**src/rtl/bus_port_ctrl.sv**
```systemverilog
`default_nettype none
// ============================================================================
//  Module      : bus_port_ctrl
//  Description : Framed, buffered TX/RX endpoint for the shared interconnect
//                data bus. TX queues client words, requests the bus and sends
//                a Gray-coded destination header followed by the payload. RX
//                snoops the bus and buffers frames addressed to NODE_ID.
//                Optional macro BUS_BROADCAST_EN: destination all-ones is a
//                broadcast received by every port except the sender.
//  Revision    : 1.0  initial release
// ============================================================================
module bus_port_ctrl #(
    parameter int DATA_W   = 8,
    parameter int ID_W     = 2,
    parameter int NODE_ID  = 0,
    parameter int TX_DEPTH = 4,
    parameter int RX_DEPTH = 4
) (
    input  logic              clk,
    input  logic              reset,
    input  logic              tx_valid,
    output logic              tx_ready,
    input  logic [DATA_W-1:0] tx_data,
    input  logic [ID_W-1:0]   tx_dest,
    input  logic              tx_last,
    output logic              rx_valid,
    input  logic              rx_ready,
    output logic [DATA_W-1:0] rx_data,
    output logic [ID_W-1:0]   rx_src,
    output logic              rx_last,
    output logic              bus_req,
    input  logic              bus_gnt,
    output logic              bus_out_en,
    output logic [DATA_W-1:0] bus_out_data,
    output logic              bus_out_valid,
    output logic              bus_out_last,
    input  logic [DATA_W-1:0] bus_in_data,
    input  logic              bus_in_valid,
    input  logic              bus_in_last,
    input  logic              bus_stall_in,
    output logic              bus_stall_out
);
    localparam int c_tx_aw = $clog2(TX_DEPTH);
    localparam int c_rx_aw = $clog2(RX_DEPTH);
    localparam int c_ew    = DATA_W + ID_W + 1;
    localparam logic [ID_W-1:0] c_node_id = ID_W'(NODE_ID);

    typedef enum logic [1:0] {TX_IDLE, TX_REQ, TX_HDR, TX_DATA} tx_state_t;
    typedef enum logic [1:0] {RX_IDLE, RX_RECV, RX_SKIP} rx_state_t;

    function automatic logic [ID_W-1:0] gray2bin(input logic [ID_W-1:0] g);
        logic [ID_W-1:0] b;
        b = g;
        for (int i = ID_W - 2; i >= 0; i--) b[i] = b[i+1] ^ g[i];
        return b;
    endfunction

    tx_state_t tx_state_q, tx_state_d;
    rx_state_t rx_state_q, rx_state_d;

    logic [c_ew-1:0]    tx_mem_q [TX_DEPTH];
    logic [c_ew-1:0]    rx_mem_q [RX_DEPTH];
    logic [c_tx_aw:0]   tx_wp_q, tx_wp_d, tx_rp_q, tx_rp_d;
    logic [c_rx_aw:0]   rx_wp_q, rx_wp_d, rx_rp_q, rx_rp_d;
    logic [ID_W-1:0]    rx_src_cap_q, rx_src_cap_d;
    logic               tx_en_q, tx_en_d;

    logic               tx_full, tx_empty, tx_push, tx_pop;
    logic               rx_full, rx_empty, rx_push, rx_pop;
    logic [DATA_W-1:0]  tx_head_data, rx_head_data, hdr;
    logic [ID_W-1:0]    tx_head_dest, rx_head_src, in_dest_bin, in_src;
    logic               tx_head_last, rx_head_last, dest_match, own_hdr, bus_beat;

    // ---------------- TX FIFO ----------------
    assign tx_empty = (tx_wp_q == tx_rp_q);
    assign tx_full  = (tx_wp_q[c_tx_aw] != tx_rp_q[c_tx_aw]) &&
                      (tx_wp_q[c_tx_aw-1:0] == tx_rp_q[c_tx_aw-1:0]);
    // tx_en_q keeps tx_ready low for the cycle following reset
    assign tx_ready = tx_en_q && !tx_full;
    assign tx_push  = tx_valid && tx_ready;
    assign {tx_head_data, tx_head_dest, tx_head_last} = tx_mem_q[tx_rp_q[c_tx_aw-1:0]];

    // Header: gray(dest) on top, own binary ID below, zeros elsewhere
    always_comb begin
        hdr = '0;
        hdr[DATA_W-1 -: ID_W]      = tx_head_dest ^ (tx_head_dest >> 1);
        hdr[DATA_W-ID_W-1 -: ID_W] = c_node_id;
    end

    // TX FSM next state and bus drive; a stall freezes the head so outputs hold
    always_comb begin
        tx_state_d    = tx_state_q;
        tx_pop        = 1'b0;
        bus_req       = 1'b0;
        bus_out_en    = 1'b0;
        bus_out_valid = 1'b0;
        bus_out_data  = '0;
        bus_out_last  = 1'b0;
        case (tx_state_q)
            TX_IDLE: if (!tx_empty) tx_state_d = TX_REQ;
            TX_REQ: begin
                bus_req = 1'b1;
                if (bus_gnt) tx_state_d = TX_HDR;
            end
            TX_HDR: begin
                bus_req       = 1'b1;
                bus_out_en    = 1'b1;
                bus_out_valid = 1'b1;
                bus_out_data  = hdr;
                if (!bus_stall_in) tx_state_d = TX_DATA;
            end
            TX_DATA: begin
                bus_req    = 1'b1;
                bus_out_en = 1'b1;
                if (!tx_empty) begin
                    bus_out_valid = 1'b1;
                    bus_out_data  = tx_head_data;
                    bus_out_last  = tx_head_last;
                    if (!bus_stall_in) begin
                        tx_pop = 1'b1;
                        if (tx_head_last) tx_state_d = TX_IDLE;
                    end
                end
            end
            default: tx_state_d = TX_IDLE;
        endcase
    end

    // TX pointer update
    always_comb begin
        tx_wp_d = tx_wp_q + (c_tx_aw+1)'(tx_push);
        tx_rp_d = tx_rp_q + (c_tx_aw+1)'(tx_pop);
        tx_en_d = 1'b1;
    end

    // ---------------- RX side ----------------
    assign in_dest_bin = gray2bin(bus_in_data[DATA_W-1 -: ID_W]);
    assign in_src      = bus_in_data[DATA_W-ID_W-1 -: ID_W];
    assign own_hdr     = (tx_state_q == TX_HDR);
    assign bus_beat    = bus_in_valid && !bus_stall_in;
`ifdef BUS_BROADCAST_EN
    assign dest_match  = (in_dest_bin == c_node_id) || (&in_dest_bin);
`else
    assign dest_match  = (in_dest_bin == c_node_id);
`endif

    assign rx_empty = (rx_wp_q == rx_rp_q);
    assign rx_full  = (rx_wp_q[c_rx_aw] != rx_rp_q[c_rx_aw]) &&
                      (rx_wp_q[c_rx_aw-1:0] == rx_rp_q[c_rx_aw-1:0]);
    assign rx_valid = !rx_empty;
    assign rx_pop   = rx_valid && rx_ready;
    // bus_stall_in carries this port's own stall, so a full FIFO never sees a push
    assign bus_stall_out = (rx_state_q == RX_RECV) && rx_full && bus_in_valid;
    assign {rx_head_data, rx_head_src, rx_head_last} = rx_mem_q[rx_rp_q[c_rx_aw-1:0]];
    assign rx_data  = rx_valid ? rx_head_data : '0;
    assign rx_src   = rx_valid ? rx_head_src  : '0;
    assign rx_last  = rx_valid && rx_head_last;

    // RX FSM: headers only advance on non-stalled beats so a held header is seen once
    always_comb begin
        rx_state_d   = rx_state_q;
        rx_src_cap_d = rx_src_cap_q;
        rx_push      = 1'b0;
        case (rx_state_q)
            RX_IDLE: if (bus_beat) begin
                if (own_hdr || !dest_match) begin
                    rx_state_d = RX_SKIP;
                end else begin
                    rx_state_d   = RX_RECV;
                    rx_src_cap_d = in_src;
                end
            end
            RX_RECV: if (bus_beat) begin
                rx_push = 1'b1;
                if (bus_in_last) rx_state_d = RX_IDLE;
            end
            RX_SKIP: if (bus_beat && bus_in_last) rx_state_d = RX_IDLE;
            default: rx_state_d = RX_IDLE;
        endcase
    end

    // RX pointer update
    always_comb begin
        rx_wp_d = rx_wp_q + (c_rx_aw+1)'(rx_push);
        rx_rp_d = rx_rp_q + (c_rx_aw+1)'(rx_pop);
    end

    // State and pointer registers
    always_ff @(posedge clk) begin
        if (reset) begin
            tx_state_q   <= TX_IDLE;
            rx_state_q   <= RX_IDLE;
            tx_wp_q      <= '0;
            tx_rp_q      <= '0;
            rx_wp_q      <= '0;
            rx_rp_q      <= '0;
            rx_src_cap_q <= '0;
            tx_en_q      <= 1'b0;
        end else begin
            tx_state_q   <= tx_state_d;
            rx_state_q   <= rx_state_d;
            tx_wp_q      <= tx_wp_d;
            tx_rp_q      <= tx_rp_d;
            rx_wp_q      <= rx_wp_d;
            rx_rp_q      <= rx_rp_d;
            rx_src_cap_q <= rx_src_cap_d;
            tx_en_q      <= tx_en_d;
        end
    end

    // FIFO storage; contents are don't-care while empty, so no reset
    always_ff @(posedge clk) begin
        if (tx_push) tx_mem_q[tx_wp_q[c_tx_aw-1:0]] <= {tx_data, tx_dest, tx_last};
        if (rx_push) rx_mem_q[rx_wp_q[c_rx_aw-1:0]] <= {bus_in_data, rx_src_cap_q, bus_in_last};
    end

endmodule
`default_nettype wire

```
**config.mk**
```make
export PLATFORM = sky130hd
export DESIGN_NAME = bus_port_ctrl
export DESIGN_NICKNAME = d
export VERILOG_FILES = /design/src/rtl/bus_port_ctrl.sv
export SDC_FILE = /design/constraint.sdc
export NUM_CORES = 1
export LEC_CHECK = 0
export CORE_MARGIN = 3
export CORE_UTILIZATION = 39
export CTS_BUF_LIST = sky130_fd_sc_hd__clkbuf_8 sky130_fd_sc_hd__clkbuf_16
export CTS_CLUSTER_SIZE = 25
export DETAILED_ROUTE_END_ITERATION = 12
export HOLD_SLACK_MARGIN = 0.02
export PLACE_DENSITY_LB_ADDON = 0.3
export SLEW_MARGIN = 20
export SYNTH_ARGS = -nofsm -noshare
export SYNTH_HDL_FRONTEND = slang
export SYNTH_SLANG_ARGS = --single-unit
```
**constraint.sdc**
```tcl
create_clock -name clk -period 4.5 [get_ports clk]
set_clock_uncertainty 0.15 [all_clocks]
set_input_delay 1.125 -clock clk [delete_from_list [all_inputs] [get_ports clk]]
set_output_delay 1.125 -clock clk [all_outputs]
set_load 0.02 [all_outputs]
```
==> results of run 1 <==
## critical path, stage by stage (launching register included)
cell and delay [ns]:
dfxtp_1 0.58, buf_4 0.28, mux4_2 0.52, xor2_1 0.14
nand2_1 0.06, o21ai_0 0.10, clkdlybuf4s50_1 0.65
## metrics by stage
step                      std cells  setup WS, ns  area, um2  total power, uW  hold slack, ns
after floorplan                 250          1.35       4340             1240           0.309
after global placement          440         0.714       5070             1340           0.329
after detailed placement        440         0.658       5070             1340           0.354
after CTS                       456         0.523       5250             1870           0.375
after global routing            456         0.330       5250             1920           0.389
final                           456         0.551       5250             1840           0.374
## synthesized netlist by cell type (2+ instances only)
master,n,area share (%)
mux2i_1,4,0.92
ha_1,13,3.7
o31ai_1,2,0.35
mux4_2,22,11
and3_1,2,0.29
xor2_1,6,1.2
edfxtp_1,88,61
buf_2,2,0.23
nand3b_1,2,0.35
xnor2_1,6,1.2
o21ai_0,3,0.35
nand2b_1,2,0.29
nor2_1,10,0.86
nor2b_1,29,4.2
nand2_1,7,0.61
nor3_1,3,0.35
clkbuf_1,4,0.35
nor3b_1,3,0.52
dfxtp_1,19,8.8
inv_1,10,0.86
## flip-flops by register name, summed over array words and instances (netlist names)
signal        count
tx_state_q        2
tx_rp_q           3
rx_src_cap_q      2
tx_en_q           1
rx_mem_q         44
rx_wp_q           3
tx_wp_q           3
rx_state_q        2
rx_rp_q           3
tx_mem_q         44
## power by group
group	internal [uW]	switching (uW)	total [uW]
registers	1090	15.4	1100
clock network	205	320	525
logic	106	109	214
total	1400	444	1840
## metal layers
layer,GRT usage (%),wire length [um]
met1,15.3,3210
met2,22.9,4050
met3,3.10,314
met4,4.14,48
met5,0,0
## how the worst max path moves through the flow
stage,endpoint,slack [ns]
6_report,bus_out_data[6],0.55
2_1_floorplan,rx_mem_q[0][0],1.35
3_5_place_dp,bus_stall_out,0.66
3_3_place_gp,bus_stall_out,0.71
5_1_grt,bus_out_data[6],0.33
4_1_cts,bus_out_data[6],0.52
## cell type report
type                       count  area, um2
timing repair buffer          61        588
fill                         927       5310
multi-input combinational    126       1250
clock inverter                 7       51.3
inverter                      10       37.5
tap                          136        170
clock buffer                   9        124
sequential                   107       3020
## cell families after synthesis
kind of cell	after synthesis	share of synthesized area [%]
AOI/OAI and AO/OA	11	1.84
DFF	107	69.6
xor gates and xnor gates	12	2.42
and+or+nand+nor	64	8.50
buffers and inverters	17	1.53
adders and majority gates	13	3.75
muxes	26	12.3
==> impl_metrics.json, run 1 <==
{
  "status": "completed",
  "die_h_um": 112,
  "max_freq_mhz": 253,
  "maxCapViolCount": 0,
  "layout_common_cells": "edfxtp_1, clkdlybuf4s50_1, nor2b_1, mux4_2, dfxtp_1",
  "die-width_um": 112,
  "drt_iter0_drc": 72,
  "async_flop_share_pct": 0,
  "row_count": 37,
  "yosys_warnings": 0,
  "fin_nets": 355,
  "finalSetupViolCount": 0,
  "worst_ep_arrival_time_ns": 2.67,
  "cp.required_ns": 3.22,
  "finalWirelength_um": 7620,
  "grt_max_degree": 19,
  "antenna_found_initial": 0,
  "drive_gt1_share_pct": 14.7,
  "clk_pin_slew_ns": 0.09,
  "crit_type": "reg2out",
  "grt_pass1_vias": 2410,
  "area_growth_pct": 20.8,
  "critPathLaunch": "tx_rp_q[0]",
  "min_period_ns": 3.95,
  "synth_nets": 290,
  "cp_max_fo": 7,
  "hp-class": "reg2reg",
  "whs_endpoint": "rx_mem_q[3][1]",
  "vias": 2260,
  "grt_pass1_wl_um": 12400,
  "leakagePower_uw": 0.00179,
  "start_kind": "flop",
  "drc": 0,
  "h-tree-depth": 3,
  "timing.rr.start": "tx_rp_q[0]",
  "hold_buffers": 0,
  "power_density_nw_per_um2": 351,
  "numPortBuffers": 52,
  "rsz0062_at_grt": "no",
  "cts_root_buf": "clkbuf_8",
  "final.period_utilization_pct": 87.8,
  "core_area_um2": 10600,
  "worstHoldPathCells": 0,
  "clockBufferDepth": 2,
  "tritoncts": "built",
  "yosys_most_used_dff": "edfxtp_1",
  "r2r_slack_ns": 2.10,
  "die-area_um2": 12400,
  "io_pins": 53,
  "setup_tns_ns": 0,
  "yosysUniqueCellTypes": 33,
  "tightest_slew_ns": 0.646,
  "insertion_delay_ns": 0.35,
  "post-cts-setup-buffer-count": 0,
  "initial_core_util_pct": 41.1,
  "syn-cell-area_um2": 4340,
  "r2r_end": "tx_mem_q[1][2]",
  "hp-start": "rx_src_cap_q[0]",
  "cp-end-kind": "primary output",
  "postLayoutCoreUtil_pct": 49.7,
  "drt-vias-per-instance": 4.96,
  "cts_resized": 0,
  "synth-edff-count": 88,
  "antenna_cells": 0,
  "synthCells": 250,
  "detailedPlacementHpwl_um": 5230,
  "grt_use_total_pct": 12.8,
  "cts_sinks": 107,
  "overflow": 0,
  "rr_worst_depth": 4,
  "synth_seq_cells": 107,
  "final_common_cell": "edfxtp_1",
  "slew_violations": 0,
  "numCtsBuffers": 9,
  "hold_viol_final": 0,
  "postRouteAntennaNets": 0,
  "dr.pass1.iters": 4,
  "gp_congestion": 0.690,
  "maxSlewHeadroom_pct": 56.8,
  "avgRoutedWirePerCell_um": 16.7,
  "peakVddDrop_mv": 0.208,
  "synth_area_per_cell_um2": 17.4,
  "yosysSeqAreaShare_pct": 69.6
}
Note: power is estimated with default switching activity, not from simulation.
==> inputs of run 2 (changes only) <==
- CORE_ASPECT_RATIO: default -> 0.7
==> run 2 against run 1 <==
  * Fmax up 0.44%
  * Die area is 0.16% higher
  * Largest power group unchanged
  * Clock power is 41% higher
  * Setup slack better by 0.017 ns
  * Non-clock buffer count up 1
  * Critical endpoint is now bus_stall_out
  * Worst hold slack lost 0.019 ns
==> impl_metrics.json, run 2 (synthesis gave the netlist of run 1 again) <==
{
  "start_kind": "input port",
  "grt_max_degree": 18,
  "drt_iter0_drc": 181,
  "cp-end-kind": "primary output",
  "drt-vias-per-instance": 4.87,
  "detailedPlacementHpwl_um": 5380,
  "crit_type": "in2out",
  "cp_common_cell": "clkdlybuf4s50_1",
  "finalWirelength_um": 7840,
  "hold_buffers": 0,
  "multiInputGateArea_um2": 1250,
  "h-tree-depth": 3,
  "die-width_um": 132,
  "drive_gt1_share_pct": 14.3,
  "clk_pin_slew_ns": 0.06,
  "leakagePower_uw": 0.00184,
  "row_count": 31,
  "postRouteAntennaNets": 0,
  "grt_pass1_wl_um": 12500,
  "antenna_cells": 0,
  "layout_setup_ws_ns": 0.568,
  "finalSetupViolCount": 0,
  "fin_nets": 356,
  "slew_violations": 0,
  "avgRoutedWirePerCell_um": 16.7,
  "cp_slowest_stage_delay_ns": 0.68,
  "cp_cell_sequence": "clkdlybuf4s50_1 > nand3b_1 > nor4_1 > clkdlybuf4s50_1",
  "fill_cells": 867,
  "dr.pass1.iters": 4,
  "post-cts-setup-buffer-count": 0,
  "max_freq_mhz": 254,
  "cp_max_fo": 3,
  "status": "completed",
  "overflow": 0,
  "hold-worst-slack_ns": 0.355,
  "tritoncts": "built",
  "post-place-ws_ns": 0.579,
  "clockBufferDepth": 2,
  "min_period_ns": 3.93,
  "grt_use_total_pct": 13.5,
  "critPathTopFamily": "buffers and inverters",
  "area_growth_pct": 23.9,
  "cts_resized": 0,
  "initial_core_util_pct": 41.0,
  "maxCapViolCount": 0,
  "hp-class": "reg2reg",
  "vias": 2283,
  "tightest_slew_ns": 0.712,
  "die_h_um": 94.3,
  "drc": 0,
  "setup_tns_ns": 0,
  "hold_viol_final": 0,
  "maxSlewHeadroom_pct": 52.4,
  "worst_ep_arrival_time_ns": 2.66,
  "insertion_delay_ns": 0.34,
  "rsz0062_at_grt": "no",
  "cts_sinks": 107,
  "cts_root_buf": "clkbuf_16",
  "path_buf_inv": 2,
  "numPortBuffers": 52,
  "core_area_um2": 10600,
  "numCtsBuffers": 9,
  "cp.required_ns": 3.22,
  "die-area_um2": 12500,
  "io_pins": 53,
  "peakVddDrop_mv": 0.210,
  "antenna_found_initial": 0,
  "layout_common_cells": "edfxtp_1, clkdlybuf4s50_1, nor2b_1, mux4_2, dfxtp_1",
  "seq_area_um2": 3020,
  "final_common_cell": "edfxtp_1",
  "power_density_nw_per_um2": 384,
  "critical_path.slowest_cell": "clkdlybuf4s50_1",
  "report.power.total_uw": 2060,
  "final.period_utilization_pct": 87.4,
  "gp_congestion": 0.775,
  "grt_pass1_vias": 2326
}
run 2: cell types whose count changed in the layout (fill, tap and decap cells not counted), sizes merged:
cell,delta
bufinv,+1
buf,+1
inv,-1
run 2: cell type report:
class,count,area share [%]
Clock inverter,7,1.12
Inverter,10,0.698
Tap cell,148,3.44
Timing Repair Buffer,62,11.1
Multi-Input combinational cell,126,23.3
Clock buffer,9,4.19
Sequential cell,107,56.2
run 2: through the flow:
step | cells | cell area [um2] | utilization (%)
floorplan | 250 | 4340 | -
global placement | 453 | 5090 | 48.1
detailed placement | 453 | 5090 | 48.1
CTS | 469 | 5380 | 50.8
global route | 469 | 5380 | 50.8
finish | 469 | 5380 | 50.8
run 2: worst register-to-register path: cells and delay by family (launching register included):
family	cells	cell delay [ns]
and+or+nand+nor	2	0.69
DFF	1	0.67
xor gates and xnor gates	1	0.38
AOI/OAI and AO/OA	1	0.28
run 2: power breakdown:
group / switching, uW / internal, uW
combinational: 110 / 107
clock: 319 / 423
sequential: 15.2 / 1090
run 2: per-layer routing:
layer	GRT usage, %	share of wire [%]	vias to the layer above
met4	4.81	1.5	0
met1	18.9	49	1159
met5	0	0	-
met2	20.6	46	35
li1	-	-	1080
met3	3.21	3.6	9
run 2: path summary, 6_finish.rpt:
| check | start | to | slack [ns] | depth (start not counted) |
|---|---|---|---|---|
| max | bus_in_valid | bus_stall_out | 0.57 | 4 |
| min | tx_state_q[1] | tx_state_q[1] | 0.36 | 2 |
| max reg2reg | tx_rp_q[0] | tx_mem_q[1][7] | 1.96 | 4 |
| min reg2reg | tx_state_q[1] | tx_state_q[1] | 0.36 | 2 |
